[src/rtl/roic_frame_aligner.sv]
// roic_frame_aligner
// Per-lane ROIC line aligner. Hunts for the line header word, confirms it over
// LOCK_CNT consecutive lines, then forwards the NUM_CH channel words of every
// line with valid, channel index and line start/end strobes. While locked, a
// missing header is bridged by the free-running slot counter (flywheel) until
// UNLOCK_CNT consecutive headers have been missed.
//
// Build option: define ROIC_ALIGN_STATS_EN to build the sync_err_cnt and
// lock_loss_cnt statistics counters; otherwise both ports read constant 0.

module roic_frame_aligner #(
  parameter int                   WORD_SIZE  = 24,
  parameter int                   NUM_CH     = 256,
  parameter logic [WORD_SIZE-1:0] SYNC_WORD  = 24'hFFF000,
  parameter int                   LOCK_CNT   = 4,
  parameter int                   UNLOCK_CNT = 2,
  parameter int                   CH_W       = $clog2(NUM_CH)
) (
  input  logic                 fclk_out,
  input  logic                 rst_n,
  input  logic                 align_en,
  input  logic                 resync,
  input  logic [WORD_SIZE-1:0] data_in,
  output logic [WORD_SIZE-1:0] data_out,
  output logic                 data_valid,
  output logic [CH_W-1:0]      ch_idx,
  output logic                 line_start,
  output logic                 line_end,
  output logic                 locked,
  output logic [15:0]          sync_err_cnt,
  output logic [7:0]           lock_loss_cnt
);

  // Slot 0 is the header, slots 1..NUM_CH carry channel words.
  localparam int SLOT_W  = $clog2(NUM_CH + 1);
  localparam int MATCH_W = $clog2(LOCK_CNT + 1);
  localparam int MISS_W  = $clog2(UNLOCK_CNT + 1);

  localparam logic [1:0] ST_HUNT    = 2'd0;
  localparam logic [1:0] ST_CONFIRM = 2'd1;
  localparam logic [1:0] ST_LOCKED  = 2'd2;

  localparam logic [SLOT_W-1:0]  SLOT_HDR   = SLOT_W'(0);
  localparam logic [SLOT_W-1:0]  SLOT_FIRST = SLOT_W'(1);
  localparam logic [SLOT_W-1:0]  SLOT_LAST  = SLOT_W'(NUM_CH);
  // Counter value that, with one more event, reaches the threshold.
  localparam logic [MATCH_W-1:0] MATCH_LAST = MATCH_W'(LOCK_CNT - 1);
  localparam logic [MISS_W-1:0]  MISS_LAST  = MISS_W'(UNLOCK_CNT - 1);
  localparam bit                 LOCK_ON_FIRST = (LOCK_CNT == 1);

  logic [1:0]         state_r;
  logic [SLOT_W-1:0]  slot_r;
  logic [MATCH_W-1:0] match_cnt_r;
  logic [MISS_W-1:0]  miss_cnt_r;

  logic [1:0]         state_s;
  logic [SLOT_W-1:0]  slot_s;
  logic [SLOT_W-1:0]  slot_next_s;
  logic [MATCH_W-1:0] match_cnt_s;
  logic [MISS_W-1:0]  miss_cnt_s;
  logic               locked_s;
  logic               valid_s;
  logic               start_s;
  logic               end_s;
  logic               load_s;
  logic               hdr_match_s;
  logic               force_hunt_s;

  assign hdr_match_s  = (data_in == SYNC_WORD);
  assign force_hunt_s = resync | ~align_en;
  assign slot_next_s  = (slot_r == SLOT_LAST) ? SLOT_HDR : (slot_r + SLOT_W'(1));

  // Next-state, slot/lock bookkeeping and output strobes for the current word.
  always_comb begin
    state_s     = state_r;
    slot_s      = slot_r;
    match_cnt_s = match_cnt_r;
    miss_cnt_s  = miss_cnt_r;
    locked_s    = locked;
    valid_s     = 1'b0;
    start_s     = 1'b0;
    end_s       = 1'b0;
    load_s      = 1'b0;

    if (force_hunt_s) begin
      // Resync / disable beats any header seen on the same word.
      state_s     = ST_HUNT;
      slot_s      = SLOT_HDR;
      match_cnt_s = MATCH_W'(0);
      miss_cnt_s  = MISS_W'(0);
      locked_s    = 1'b0;
    end else begin
      case (state_r)
        ST_HUNT: begin
          if (hdr_match_s) begin
            slot_s     = SLOT_FIRST;
            miss_cnt_s = MISS_W'(0);
            if (LOCK_ON_FIRST) begin
              state_s     = ST_LOCKED;
              match_cnt_s = MATCH_W'(0);
              locked_s    = 1'b1;
            end else begin
              state_s     = ST_CONFIRM;
              match_cnt_s = MATCH_W'(1);
            end
          end else begin
            slot_s      = SLOT_HDR;
            match_cnt_s = MATCH_W'(0);
          end
        end

        ST_CONFIRM: begin
          if (slot_r == SLOT_HDR) begin
            if (hdr_match_s) begin
              slot_s = SLOT_FIRST;
              if (match_cnt_r == MATCH_LAST) begin
                state_s     = ST_LOCKED;
                match_cnt_s = MATCH_W'(0);
                miss_cnt_s  = MISS_W'(0);
                locked_s    = 1'b1;
              end else begin
                match_cnt_s = match_cnt_r + MATCH_W'(1);
              end
            end else begin
              state_s     = ST_HUNT;
              slot_s      = SLOT_HDR;
              match_cnt_s = MATCH_W'(0);
            end
          end else begin
            // Data slots are only counted, never forwarded, until lock.
            slot_s = slot_next_s;
          end
        end

        ST_LOCKED: begin
          if (slot_r == SLOT_HDR) begin
            if (hdr_match_s) begin
              slot_s     = SLOT_FIRST;
              miss_cnt_s = MISS_W'(0);
            end else if (miss_cnt_r == MISS_LAST) begin
              state_s    = ST_HUNT;
              slot_s     = SLOT_HDR;
              miss_cnt_s = MISS_W'(0);
              locked_s   = 1'b0;
            end else begin
              // Flywheel: keep the line timing and trust the slot counter.
              slot_s     = SLOT_FIRST;
              miss_cnt_s = miss_cnt_r + MISS_W'(1);
            end
          end else begin
            valid_s = 1'b1;
            load_s  = 1'b1;
            start_s = (slot_r == SLOT_FIRST);
            end_s   = (slot_r == SLOT_LAST);
            slot_s  = slot_next_s;
          end
        end

        default: begin
          state_s     = ST_HUNT;
          slot_s      = SLOT_HDR;
          match_cnt_s = MATCH_W'(0);
          miss_cnt_s  = MISS_W'(0);
          locked_s    = 1'b0;
        end
      endcase
    end
  end

  // Alignment state, counters and registered status/strobe outputs.
  always_ff @(posedge fclk_out or negedge rst_n) begin
    if (!rst_n) begin
      state_r     <= ST_HUNT;
      slot_r      <= SLOT_HDR;
      match_cnt_r <= MATCH_W'(0);
      miss_cnt_r  <= MISS_W'(0);
      locked      <= 1'b0;
      data_valid  <= 1'b0;
      line_start  <= 1'b0;
      line_end    <= 1'b0;
    end else begin
      state_r     <= state_s;
      slot_r      <= slot_s;
      match_cnt_r <= match_cnt_s;
      miss_cnt_r  <= miss_cnt_s;
      locked      <= locked_s;
      data_valid  <= valid_s;
      line_start  <= start_s;
      line_end    <= end_s;
    end
  end

  // Data word and channel index; held while no channel word is presented.
  always_ff @(posedge fclk_out or negedge rst_n) begin
    if (!rst_n) begin
      data_out <= {WORD_SIZE{1'b0}};
      ch_idx   <= CH_W'(0);
    end else if (load_s) begin
      data_out <= data_in;
      ch_idx   <= CH_W'(slot_r - SLOT_W'(1));
    end else begin
      data_out <= data_out;
      ch_idx   <= ch_idx;
    end
  end

`ifdef ROIC_ALIGN_STATS_EN
  logic miss_evt_s;
  logic loss_evt_s;

  assign miss_evt_s = ~force_hunt_s & (state_r == ST_LOCKED) &
                      (slot_r == SLOT_HDR) & ~hdr_match_s;
  assign loss_evt_s = (state_r == ST_LOCKED) & (state_s == ST_HUNT);

  // Saturating count of headers missed while locked.
  always_ff @(posedge fclk_out or negedge rst_n) begin
    if (!rst_n) begin
      sync_err_cnt <= 16'd0;
    end else if (miss_evt_s && (sync_err_cnt != 16'hFFFF)) begin
      sync_err_cnt <= sync_err_cnt + 16'd1;
    end else begin
      sync_err_cnt <= sync_err_cnt;
    end
  end

  // Saturating count of exits from LOCKED, whatever the cause.
  always_ff @(posedge fclk_out or negedge rst_n) begin
    if (!rst_n) begin
      lock_loss_cnt <= 8'd0;
    end else if (loss_evt_s && (lock_loss_cnt != 8'hFF)) begin
      lock_loss_cnt <= lock_loss_cnt + 8'd1;
    end else begin
      lock_loss_cnt <= lock_loss_cnt;
    end
  end
`else
  assign sync_err_cnt  = 16'd0;
  assign lock_loss_cnt = 8'd0;
`endif

endmodule
[config.mk]
export PLATFORM = sky130hd
export DESIGN_NAME = roic_frame_aligner
export DESIGN_NICKNAME = d
export VERILOG_FILES = /design/src/rtl/roic_frame_aligner.sv
export SDC_FILE = /design/constraint.sdc
export NUM_CORES = 1
export LEC_CHECK = 0
export ABC_AREA = 1
export CAP_MARGIN = 20
export CORE_UTILIZATION = 25
export DETAILED_ROUTE_END_ITERATION = 8
export GPL_ROUTABILITY_DRIVEN = 0
export PLACE_DENSITY = 0.58
export SYNTH_ARGS = -nofsm -noshare
export SYNTH_HDL_FRONTEND = slang
export SYNTH_SLANG_ARGS = --single-unit
[constraint.sdc]
create_clock -name fclk_out -period 1.7 [get_ports fclk_out]
set_clock_uncertainty 0.2 [all_clocks]
set_input_delay 0.255 -clock fclk_out [delete_from_list [all_inputs] [get_ports fclk_out]]
set_output_delay 0.255 -clock fclk_out [all_outputs]
set_load 0.01 [all_outputs]
After elaboration in Yosys (flattened, before gate mapping)
Cells that the tools add are included.
{"block": "totals", "ff_bits": 52, "latchBits": 0, "ramBits": 0, "mem_bits_ro": 0, "inputBits": 28, "n_memories": 0}
{"block": "op_classes", "n_addsub": 4, "mul": 0, "div_mod_pow": 0, "order_cmp": 0, "eq_ne": 17, "shift": 0, "mux": 49, "bitwise": 2, "n_reduce_logical": 6}
{"operator": "2-to-1 mux 9 bit", "n": 4}
{"operator": "2-to-1 mux 2 bit", "n": 16}
{"operator": "one-hot mux 9 bit (3 select lines)", "n": 1}
{"operator": "equality test 24 bit, second input constant", "n": 1}
{"operator": "inequality test 3 bit, second input constant", "n": 7}
{"operator": "2-to-1 mux 1 bit", "n": 20}
{"operator": "2-to-1 mux 3 bit", "n": 4}
{"operator": "one-hot mux 2 bit (3 select lines)", "n": 2}
{"operator": "adder 9 x 1 -> 9 bit, second input constant", "n": 1}
{"operator": "equality test 9 x 1 -> 1 bit, second input constant", "n": 1}
{"operator": "equality test 9 bit, second input constant", "n": 1}
{"operator": "zero test 9 bit", "n": 1}
{"operator": "one-hot mux 3 bit (3 select lines)", "n": 1}
{"operator": "subtractor 8 x 1 -> 8 bit, second input constant", "n": 1}
{"operator": "AND reduction 7 bit", "n": 1}
{"operator": "AND reduction 6 bit", "n": 1}
{"operator": "AND reduction 5 bit", "n": 1}
{"operator": "equality test 2 x 1 -> 1 bit, second input constant", "n": 2}
{"operator": "inequality test 2 bit, second input constant", "n": 2}
{"operator": "inequality test 4 bit, second input constant", "n": 1}
{"operator": "adder 3 x 1 -> 3 bit, second input constant", "n": 1}
{"operator": "equality test 3 x 2 -> 1 bit, second input constant", "n": 1}
{"operator": "one-hot mux 1 bit (3 select lines)", "n": 1}
{"operator": "adder 2 x 1 -> 2 bit, second input constant", "n": 1}
{"operator": "other kinds (5)", "n": 5}

Depth between registers and ports, before layout
{"block": "depth", "word_depth": 6, "ltp_mapped": 11}

Least setup slack after synthesis
No wires, ideal clock.
{"block": "synth_timing", "kind": "register to register", "from": "register slot_r[0]", "to": "register data_out[10]", "setup_ns": 0.117, "arrival_time_ns": 1.496, "path_slack_ns": -0.113, "path_stages_with_launch": 12, "path_cell_list": "dfrtp_1 inv_1 ha_1 inv_1 nor2_2 nand3_4 inv_4 nor2_8 buf_6 buf_8 nand2_1 nand2_1"}
{"block": "synth_via", "elab_chain_len": 4}
{"element": "start: declaration", "line": "52", "source": "logic [SLOT_W-1:0] slot_r;"}
{"element": "start signal: assignment", "line": "183", "source": "slot_r <= slot_s;"}
{"element": "zero test 9 bit", "line": "136", "source": "if (slot_r == SLOT_HDR) begin"}
{"element": "2-to-1 mux 1 bit", "line": "136"}
{"element": "2-to-1 mux 1 bit", "line": "93", "source": "case (state_r)"}
{"element": "2-to-1 mux 1 bit", "line": "85", "source": "if (force_hunt_s) begin"}
{"element": "end signal: assignment", "line": "196", "source": "data_out <= {WORD_SIZE{1'b0}};"}
{"element": "end signal: assignment", "line": "199", "source": "data_out <= data_in;"}
{"element": "end signal: assignment", "line": "202", "source": "data_out <= data_out;"}
{"element": "end: declaration", "line": "24", "source": "output logic [WORD_SIZE-1:0] data_out,"}
No other way between the ends.
A chain may end at the register's enable or synchronous reset.

Worst setup path after layout
{"block": "layout_timing", "from": "register slot_r[1]", "to": "register ch_idx[6]"}
{"block": "layout_via", "elab_chain_len": 4, "elab_cells_between_ends": 5}
{"element": "parallel branches: the longest is 4 deep, another holds subtractor 8 x 1 -> 8 bit"}
{"element": "end signal: assignment", "line": "200", "source": "ch_idx <= CH_W'(slot_r - SLOT_W'(1));"}
{"element": "end signal: assignment", "line": "203", "source": "ch_idx <= ch_idx;"}
{"element": "end: declaration", "line": "26", "source": "output logic [CH_W-1:0] ch_idx,"}
Parallel ways; which one is timed is not known.

==> results.txt <==
----------------------------------------------------
[Die]
  Starting utilization of the core area ... 0.2622
  Total I/O pin count ... 88
  Die Span X ... 107.0 um
  Die Footprint ... 0.01144 mm^2
  Total number of placement rows ... 37
  Std-Cell Core Area ... 0.01051 mm^2
  Die height ... 107.0 um

[Placed design]
  Estimated wirelength of the detail-placed design ... 4807 um
  Cell Area, Placed ... 0.003680 mm^2
  PortBufs ... 63

[Synthesis]
  Main area contributors after synthesis ... dfrtp_1, nand2_1, buf_4
  Synth Area in XOR/XNOR ... 0.01907
  Cell Area, Synth ... roughly 0.0028 mm^2
  Adder-cell share of the synthesized area ... 0.02271
  Fraction of the mapped netlist area in compound gates ... 0.03724
  Area share of the largest cell type after synthesis ... 0.4723
  Share of synthesized area occupied by flip-flops and latches ... 0.4723
  Post-Syn Area per Cell ... 8.103 um^2
  Dominant combinational cell family by area after synthesis ... simple AND/OR/NAND/NOR gates
  Proportion of synthesized area in mux cells ... 0
  Count of state elements after synthesis ... 52
  Number of unique standard cell types used by synthesis ... 33
  Post-synthesis share of cell area spent on and, or, nand and nor gates ... 0.3147
  Cell count after synthesis ... 340
  Number of synthesis warnings ... 0
  Cell type with the largest total area after synthesis ... dfrtp_1

[CTS]
  Register clock-pin slew on the reported worst setup and hold paths ... 100 ps
  Clk Tree Root Cell ... clkbuf_8
  Sinks on the clock net ... 52
  Clock H-tree levels ... 2
  Max Buffers Root-to-Sink ... 2
  Clock tree from TritonCTS ... yes
  Clock Latency Late Sink ... just over 300 ps
  Clock buffer count from CTS ... 5

[Critical path]
  Largest stage delay on the critical path ... 410 ps
  Critical Path, Cell by Cell ... inv_2, ha_4, inv_2, nor2_4, nand3_4, inv_4, nor2_8, inv_6, o21ai_0
  Kind of cell with the highest combined delay on the critical path ... buffers and inverters
  Cell repeated most along the worst path ... inv_2
  Crit-path slowest cell ... dfrtp_1
  Required time of the worst setup path ... around 1700 ps
  Element type at the critical path start ... flip-flop
  Data arrival at the endpoint of the critical path ... 1700 ps
  CP bufs+invs ... 4
  Kind of capture point of the worst setup path ... flip-flop
  Kind of critical path ... reg -> reg
  Largest driver fanout on the critical path ... 37

[Run status]
  Violations in the final reports ... setup timing
  Outcome ... finished, violations left

[Detailed routing]
  Starting DRT DRC Count ... 111
  Via count ... between 2000 and 2500
  Wirelength per Cell ... approximately 12 um
  DRC violations left ... 0
  Via-to-Cell Ratio ... 4.203
  Final ANT Viol Nets ... 0
  Total Routed Length ... a little under 7000 um
  Detailed-routing iteration count for the pre-antenna-repair pass ... 4

[Layout]
  Area of the multi-input gates ... 0.001363 mm^2
  Fin area ... 0.004110 mm^2
  Commonest cells after routing, fill and taps aside ... nand2_1, dfrtp_1, buf_4
  Number of inserted diodes ... 0
  Sequential cell area ... 0.001301 mm^2
  Synthesis-to-layout area growth ... 49.18%
  Utilization of the core after routing ... 0.3911
  Number of nets in the layout ... 478
  Most common cell after layout, fill and taps aside ... nand2_1
  Number of fillers in the final layout ... 1056
  Fraction of layout cells with a size suffix above 1 ... 0.2354

[Timing]
  Hold Fails Final Rpt ... 0
  Slew Viols, Final ... 0
  RSZ-0062 raised after global routing ... true
  Min Tclk post-route ... 1709 ps
  Final worst path period share ... 1.005
  Final worst setup slack ... -8.691 ps
  Count of endpoints failing setup in the final report ... 4
  Maximum clock rate ... 0.5852 GHz

[GRT]
  M2 GR Usage ... 0.1954
  Via count of the first global-routing pass ... between 2000 and 2500
  Total congestion overflow after global routing ... 0
  Layer with the highest usage ... met2
  Global-route wire length before repair ... 10850 um
  Routing usage on met1 ... 0.1523
  Routing usage on met3 ... 0.03222
  Maximum number of pins on one net before global-route repair ... 53
  Initial antenna violation count ... 0
  Total Routing Usage GR ... 0.1200

[Pwr]
  Largest voltage drop on the vdd net ... 328.9 uV
  Pleak ... 2.637 nW
  Total power divided by cell area ... 570.2 mW/mm^2

[Worst hold path]
  Path category of the worst min-delay check ... in -> reg

[Job]
  Max capacitance violation total ... 0

----------------------------------------------------
[kinds of logic (layout without fill, tap and decap cells)]
group / count (synthesis) / count (layout)
other: 1 / 24
buffers and inverters: 62 / 144
xor gates and xnor gates: 6 / 6
adders and majority gates: 5 / 5
DFF: 52 / 52
AOI/OAI and AO/OA: 19 / 19
and+or+nand+nor: 195 / 196
[worst paths after layout]
kind / start / endpoint / slack [ps] / depth (start not counted)
worst max register to register: slot_r[1]$_DFF_PN0_ / ch_idx[6]$_DFFE_PN0P_ / -9 / 9
worst min register to register: data_out[8]$_DFFE_PN0P_ / data_out[8]$_DFFE_PN0P_ / 270 / 2
worst max-delay path: slot_r[1]$_DFF_PN0_ / ch_idx[6]$_DFFE_PN0P_ / -9 / 9
min in group asynchronous: rst_n / data_out[9]$_DFFE_PN0P_ / 250 / 3
max in group asynchronous: rst_n / ch_idx[3]$_DFFE_PN0P_ / 800 / 3
worst min-delay path: data_in[0] / data_out[0]$_DFFE_PN0P_ / 10 / 3
[through the flow]
| stage | total power, mW | instances | hold slack (ps) | setup WS, ps | setup TNS [ps] |
|---|---|---|---|---|---|
| 3_3_place_gp | 1.469 | 567 | 74.22 | -399.3 | -12440 |
| 6_report | 2.344 | 582 | 11.04 | -8.691 | -23.64 |
| 5_1_grt | 2.457 | 582 | 15.47 | -140.3 | -2889 |
| 4_1_cts | 2.372 | 580 | 269.8 | -45.82 | -537.7 |
| 2_1_floorplan | 1.381 | 363 | -240.6 | 0.4359 | 0 |
| 3_5_place_dp | 1.468 | 567 | 74.29 | -471.0 | -13230 |
[tightest hold or removal path, delay by kind of cell]
kind                   cells  cell delay, ps
buffers and inverters      1             110
AND/OR/NAND/NOR            2             110
[synthesized netlist by cell type]
cell type and number:
a211oi_1 1, a21oi_1 4, a31oi_1 4, and3_1 1
buf_2 1, buf_4 26, buf_6 2, buf_8 1
conb_1 1, dfrtp_1 52, ha_1 5, inv_1 25
inv_2 5, inv_4 1, inv_6 1, nand2_1 126
nand2_2 3, nand3_1 16, nand3_2 1, nand3_4 1
nand4_1 5, nor2_1 24, nor2_2 6, nor2_4 1
nor2_8 1, nor3_1 4, nor3_2 3, nor3b_1 2
o21ai_0 4, o21ai_1 6, or2_2 1, xnor2_1 2
xor2_1 4
[layout make-up]
cell class	count	share of cell area
multi-input combinational	250	0.3315
sequential	52	0.3166
timing repair buffer	104	0.2514
tap	136	0.04140
inverter	32	0.03105
clock buffer	5	0.01674
clock inverter	3	0.01126
[state kept, by name, summed over array words and instances, names as in the netlist]
signal,flops
data_out,24
slot_r,9
ch_idx,8
match_cnt_r,3
miss_cnt_r,2
state_r,2
data_valid,1
line_end,1
line_start,1
locked,1
[metal layers]
layer / part of all wire / wire length, um
met1: 0.44 / 2994
met2: 0.48 / 3311
met3: 0.063 / 433
met4: 0.017 / 119
met5: 0 / 0
[what timing repair did]
item / CTS / global route
endpoints found under the setup margin: 43 / 75
cloned: 1 / 0
hold endpoints to repair: 52 / 0
pin swaps: 8 / 12
buffers inserted: 3 / 3
resized for setup: 16 / 66
hold buffers: 1 / 0
[power by group]
group / switching, mW / internal (mW)
registers: 0.00455 / 1.24
clock network: 0.438 / 0.444
logic: 0.120 / 0.0988
Power figures use the tool's default switching activity.
